==> src/rtl/serial_subtractor.sv <==
// serial_subtractor: bit-serial WIDTH-bit subtractor computing a - b - borrow_in,
// LSB first, one bit per clock, using a single full-subtractor cell and a
// borrow flip-flop. start/busy/done handshake plus a per-bit serial tap.
module serial_subtractor #(
   parameter int WIDTH = 8
) (
   input  logic             clk,
   input  logic             rst_n,
   input  logic             start,
   input  logic [WIDTH-1:0] a,
   input  logic [WIDTH-1:0] b,
   input  logic             borrow_in,
   output logic             busy,
   output logic             done,
   output logic [WIDTH-1:0] diff,
   output logic             borrow_out,
   output logic             ovf,
   output logic             diff_bit,
   output logic             diff_bit_valid
);

   localparam int            CW   = $clog2(WIDTH);
   localparam logic [CW-1:0] LAST = CW'(WIDTH - 1);

   typedef enum logic {
      IDLE  = 1'b0,
      SHIFT = 1'b1
   } state_t;

   state_t           state;
   state_t           state_nxt;

   logic [WIDTH-1:0] a_sh;
   logic [WIDTH-1:0] b_sh;
   logic [WIDTH-1:0] res_sh;
   logic [WIDTH-1:0] res_nxt;
   logic [CW-1:0]    cnt;
   logic             bflop;
   logic             a_msb;
   logic             b_msb;

   logic             accept;
   logic             last_bit;
   logic             x;
   logic             y;
   logic             d;
   logic             nb;

   // The single full-subtractor cell operating on the current operand LSBs.
   assign x        = a_sh[0];
   assign y        = b_sh[0];
   assign d        = x ^ y ^ bflop;
   assign nb       = (~x & y) | (~(x ^ y) & bflop);
   assign res_nxt  = {d, res_sh[WIDTH-1:1]};

   assign accept   = (state == IDLE) && start;
   assign last_bit = (state == SHIFT) && (cnt == LAST);
   assign busy     = (state == SHIFT);

   // State register.
   always_ff @(posedge clk or negedge rst_n) begin
      // NOTE: sequential state is always written with non-blocking assignments
      // so every flop samples pre-edge values regardless of statement order.
      if (!rst_n) state <= IDLE;
      else        state <= state_nxt;
   end

   // Next-state logic: IDLE -> SHIFT on accepted start, back after the MSB.
   always_comb begin
      // NOTE: default first so every path assigns state_nxt and no latch is inferred.
      state_nxt = state;
      case (state)
         IDLE:    if (start)    state_nxt = SHIFT;
         SHIFT:   if (last_bit) state_nxt = IDLE;
         default:               state_nxt = IDLE;
      endcase
   end

   // Datapath: capture operands, shift one bit per cycle, publish result at the end.
   always_ff @(posedge clk or negedge rst_n) begin
      // NOTE: every datapath register is reset (not just control) so an aborted
      // operation leaves no stale operands, borrow or outputs behind.
      if (!rst_n) begin
         a_sh           <= '0;
         b_sh           <= '0;
         res_sh         <= '0;
         cnt            <= '0;
         bflop          <= 1'b0;
         a_msb          <= 1'b0;
         b_msb          <= 1'b0;
         done           <= 1'b0;
         diff           <= '0;
         borrow_out     <= 1'b0;
         ovf            <= 1'b0;
         diff_bit       <= 1'b0;
         diff_bit_valid <= 1'b0;
      end else begin
         done           <= 1'b0;
         diff_bit_valid <= 1'b0;
         if (accept) begin
            a_sh  <= a;
            b_sh  <= b;
            bflop <= borrow_in;
            a_msb <= a[WIDTH-1];
            b_msb <= b[WIDTH-1];
            cnt   <= '0;
         end else if (state == SHIFT) begin
            a_sh           <= a_sh >> 1;
            b_sh           <= b_sh >> 1;
            res_sh         <= res_nxt;
            bflop          <= nb;
            diff_bit       <= d;
            diff_bit_valid <= 1'b1;
            if (last_bit) begin
               // Counter stops at WIDTH-1; it is reloaded on the next start.
               diff       <= res_nxt;
               borrow_out <= nb;
               ovf        <= (a_msb != b_msb) && (d != a_msb);
               done       <= 1'b1;
            end else begin
               cnt <= cnt + CW'(1);
            end
         end
      end
   end

endmodule

==> config.mk <==
export PLATFORM = sky130hd
export DESIGN_NAME = serial_subtractor
export DESIGN_NICKNAME = d
export VERILOG_FILES = /design/src/rtl/serial_subtractor.sv
export SDC_FILE = /design/constraint.sdc
export NUM_CORES = 1
export LEC_CHECK = 0
export BUFFER_PORTS_ARGS = -buffer_cell sky130_fd_sc_hd__buf_2
export CAP_MARGIN = 0
export CORE_UTILIZATION = 32
export DETAILED_ROUTE_END_ITERATION = 10
export PLACE_DENSITY = 0.6
export SETUP_SLACK_MARGIN = 0.1
export SYNTH_ARGS = -nofsm -noshare
export SYNTH_HDL_FRONTEND = slang
export SYNTH_SLANG_ARGS = --single-unit
==> constraint.sdc <==
create_clock -name clk -period 2.7 [get_ports clk]
set_input_delay 0.405 -clock clk [delete_from_list [all_inputs] [get_ports clk]]
set_output_delay 0.405 -clock clk [all_outputs]
set_load 0.02 [all_outputs]
Yosys cells after proc, flatten, opt, wreduce, memory -nomap -nowiden --
Cells that the tools add are included.
Cells by class: add/sub/neg operators 1, eq/ne operators 4, muxes and demuxes 17, bitwise operators 9, reduce and logical (&&, ||, !) cells 7
Operators by type and width (number):
- two-way mux 8 bit | 4
- two-way mux 1 bit | 9
- two-way mux 3 bit | 3
- inverter 1 bit | 4
- AND reduction 2 bit | 2
- adder 3 x 1 -> 3 bit, second input constant | 1
- equality test 3 bit, second input constant | 1
- logical AND 1 bit | 3
- AND reduction 3 bit | 1
- bitwise AND 1 bit | 2
- inequality test 1 bit | 2
- inequality test 2 bit, second input constant | 1
- one-hot mux 1 bit (2 select lines) | 1
- nonzero test 2 bit | 1
- XOR 1 bit | 2
- bitwise OR 1 bit | 1
Word-level totals: register bits 44

Depth between registers and ports, before layout --
depth after elaboration 6, gate-level depth with buffers 6, gate-level depth less buffers 5

Least setup slack after synthesis --
Ideal clock, no wire load.
kind register to register, start point register cnt[0], end point register cnt[2], setup time 0.121 ns, arrival 1.389 ns, data required time 2.579 ns, setup slack 1.190 ns, cell stages (with the launch flop) 6, period minus slack after synthesis 1.510 ns, cell sequence dfrtp_1 > ha_1 > ha_1 > buf_6 > mux2_4 > a22o_1
On the way: word-level cells in the longest chain between the ends 4, elaborated cells on any way between the ends 8, classes of those cells add/sub (1); eq/ne (2); mux (3); reduce/logical (2)
RTL lines:
- from (decl) | RTL line 37 | logic [CW-1:0] cnt;
- from (signal assigned) | RTL line 121 | cnt <= cnt + CW'(1);
- adder 3 x 1 -> 3 bit or equality test 3 bit (tied branches) | RTL line 121, 57
- two-way mux 3 bit or logical AND 1 bit (tied branches) | RTL line 114, 57
- two-way mux 3 bit or inequality test 2 bit (tied branches)
- two-way mux 3 bit or AND reduction 2 bit (tied branches)
Several ways; a longest one is shown, not always the timed one. The select of a mux whose other input is x is not followed. A chain may end at the register's enable or synchronous reset.

Worst setup path after layout --
start point register state (netlist: busy), end point output busy
RTL lines:
- from (decl) | RTL line 30 | state_t state;
- from (signal assigned) | RTL line 65 | else state <= state_nxt;
- to (decl) | RTL line 13 | output logic busy,
No word-level cell between the ends.

==> results.md <==
- Gpl congestion: 0.700
- Num CTS Buffers: 5
- Initial antenna violation count: 0
- Power per Cell Area: 1100 nW/um^2
- Residual DRC count: 0
- PortBufs: 33
- Register area share after synthesis: 56.3%
- Share of cells above drive strength 1: 34.3%
- DR WL/cell: 12.4 microns
- Post-Syn Area per Cell: 13.3 sq um
- Crit path launch type: register
- CP delay by family, top: flip-flops
- Tcrit/Tclk final: 67.2%
- Synth Cell Area: 1870 sq um
- Post-CTS sizing: 0
- Ports: 34
- Final nets: 195
- Status: finished, final reports clean
- Drt first pass iters: 4
- Chip width: 78.4 microns
- Setup TNS: 0 ns
- Measured slew at the worst slew-check pin: 0.932 ns
- DRT iter0 DRCs: 20
- Largest net degree at the start of global routing: 43
- Synth area leaders: dfrtp_1, mux2i_1, mux2_4
- Synth Register Bits: 42
- Gr ovfl total: 0
- Final Critical Period: 1.81 ns
- # hold bufs at CTS: 0
- Max_cap viols: 0
- Via count: 1,124
- Longest Clk Path Bufs: 2
- Placed instance area: 2050 sq um
- Final Hold Viols: 0
- Num Clock Sinks: 42
- Initial Util: 33.5%
- Clock skew: 0.00360 ns
- Kind of critical path: reg2out
- RSZ-0062 raised after global routing: no
- Yosys cell types: 25
- Synthesized netlist cell count: 140
- CP required: 2.30 ns
- Final Max Tran Viols: 0
- Worst hold slack: 0.257 ns
- R2r startpoint: cnt[0]
- Post-Syn Nets: 163
- First-pass GRT wire length: 5230 microns
- F_max: 0.551 GHz
- CP Buf/Inv Count: 1
- Post-synth ARST share: 100%
- WL final: 3030 microns
- Cell Chain, Critical Path: buf_2
- Vias in the first global route: 1,090
- CTS H-tree lvls: 2
- Max-slew headroom: 37.9%
- EDFF count, synth: 0
- Maximum vdd drop: 0.000438 V
- Die Y: 78.4 microns
- Vias per inst: 4.61
- Post-layout instance area: 2130 sq um
- Synth Flop Type: dfrtp_1
- Clk pin slew, worst setup/hold paths: 0.07 ns
- Post-synth top area cell: dfrtp_1
- RR Endpoint: cnt[2]
- Setup crit end kind: output port
- Tot Pwr: 0.00235 W
- Post-DP HPWL: 2070 microns
- Root Buffer: clkbuf_8
- Die area: 6140 sq um
- Share of the synthesized area in the top cell type: 56.3%
- Synthesis-to-finish area growth: 14.2%
- Critical path peak fanout: 18
- Row count: 27
- Ant diodes: 0
- WP data arrival: 1.41 ns
- Worst path slowest cell: dfrtp_1
- Clk Latency, worst-skew pair: 0.28 ns
- Reg2reg setup slack: 1.11 ns
- Critical Path Max Stage Delay: 0.83 ns
- Antenna viol nets, final: 0
- Worst R2R Path Depth: 4
- Setup Buffers After CTS: 0
- Hold Path Class: in2async
- Core area: 5570 sq um
- Ys Warns: 0
- Final Setup Violations: 0
- Leakage: 1.06 nW
- GR Util All Layers: 11.1%
- CTS tree: yes
-- worst max path at each step --
stage	start	to	slack, ns	depth (start not counted)
2_1_floorplan	cnt[0]	cnt[2]	1.19	5
3_3_place_gp	start	b_msb	1.07	3
3_5_place_dp	start	b_msb	1.06	3
4_1_cts	busy	busy	0.86	1
5_1_grt	busy	busy	0.81	1
6_report	busy	busy	0.89	1
-- stage by stage --
stage                     setup WS (ns)  utilization [%]  instances
after global placement             1.07             36.9        237
final                             0.886             38.2        244
after global routing              0.809             38.2        244
after floorplan                    1.19                -        140
after detailed placement           1.06             36.9        237
after CTS                         0.858             38.2        244
-- registers in the layout, indices dropped and copies added, names as in the netlist --
| signal | cells |
|---|---|
| b_sh | 8 |
| ovf | 1 |
| diff_bit | 1 |
| cnt | 3 |
| diff_bit_valid | 1 |
| busy | 1 |
| res_sh | 6 |
| done | 1 |
| diff | 8 |
| b_msb | 1 |
| bflop | 1 |
| borrow_out | 1 |
| a_sh | 8 |
| a_msb | 1 |
-- cell usage in the layout (no fill, tap or decap), drive strengths merged, types with 2 or more instances in the layout --
cell / n
inv: 5
a22o: 2
nor2: 3
nand2: 15
dfrtp: 42
mux2i: 19
clkbuf: 7
a21o: 2
ha: 2
o21ai: 14
buf: 34
mux2: 19
-- final cells by class --
type                            instances  area [sq um]
Timing Repair Buffer                   34           173
Multi-Input combinational cell         84           722
Inverter                                5          18.8
Sequential cell                        42          1050
Clock buffer                            7          76.3
Tap cell                               72          90.1
Fill cell                             565          3440
-- where the power goes --
group	total (W)	switching, W	internal, W
clock	0.000374	0.000196	0.000178
combinational	0.000881	0.000418	0.000463
sequential	0.00110	0.000193	0.000906
-- metal layers --
metal / track usage, % / wire, microns / vias to the layer above
met5: 0 / 0 / -
met4: 3.89 / 28 / 0
met3: 4.07 / 145 / 5
met2: 17.2 / 1440 / 30
met1: 14.3 / 1420 / 541
li1: - / - / 548
-- kinds of logic (layout without fill, tap and decap cells) --
logic type / after synthesis / after routing / share of synthesized area (%)
compound gates: 20 / 20 / 6.10
xor+xnor: 1 / 1 / 0.470
fa+ha+maj: 3 / 3 / 2.41
buf+inv: 14 / 46 / 4.96
flops: 42 / 42 / 56.3
mux: 38 / 38 / 23.5
simple gates: 22 / 22 / 6.24
-- cell usage after synthesis, drive strengths merged, types with 2 or more instances --
cell / instances
mux2i: 19
a21o: 2
a22o: 2
ha: 2
mux2: 19
nor2: 3
inv: 5
o21ai: 14
dfrtp: 42
nand2: 15
clkbuf: 2
buf: 7
Note: power is estimated with default switching activity, not from simulation.
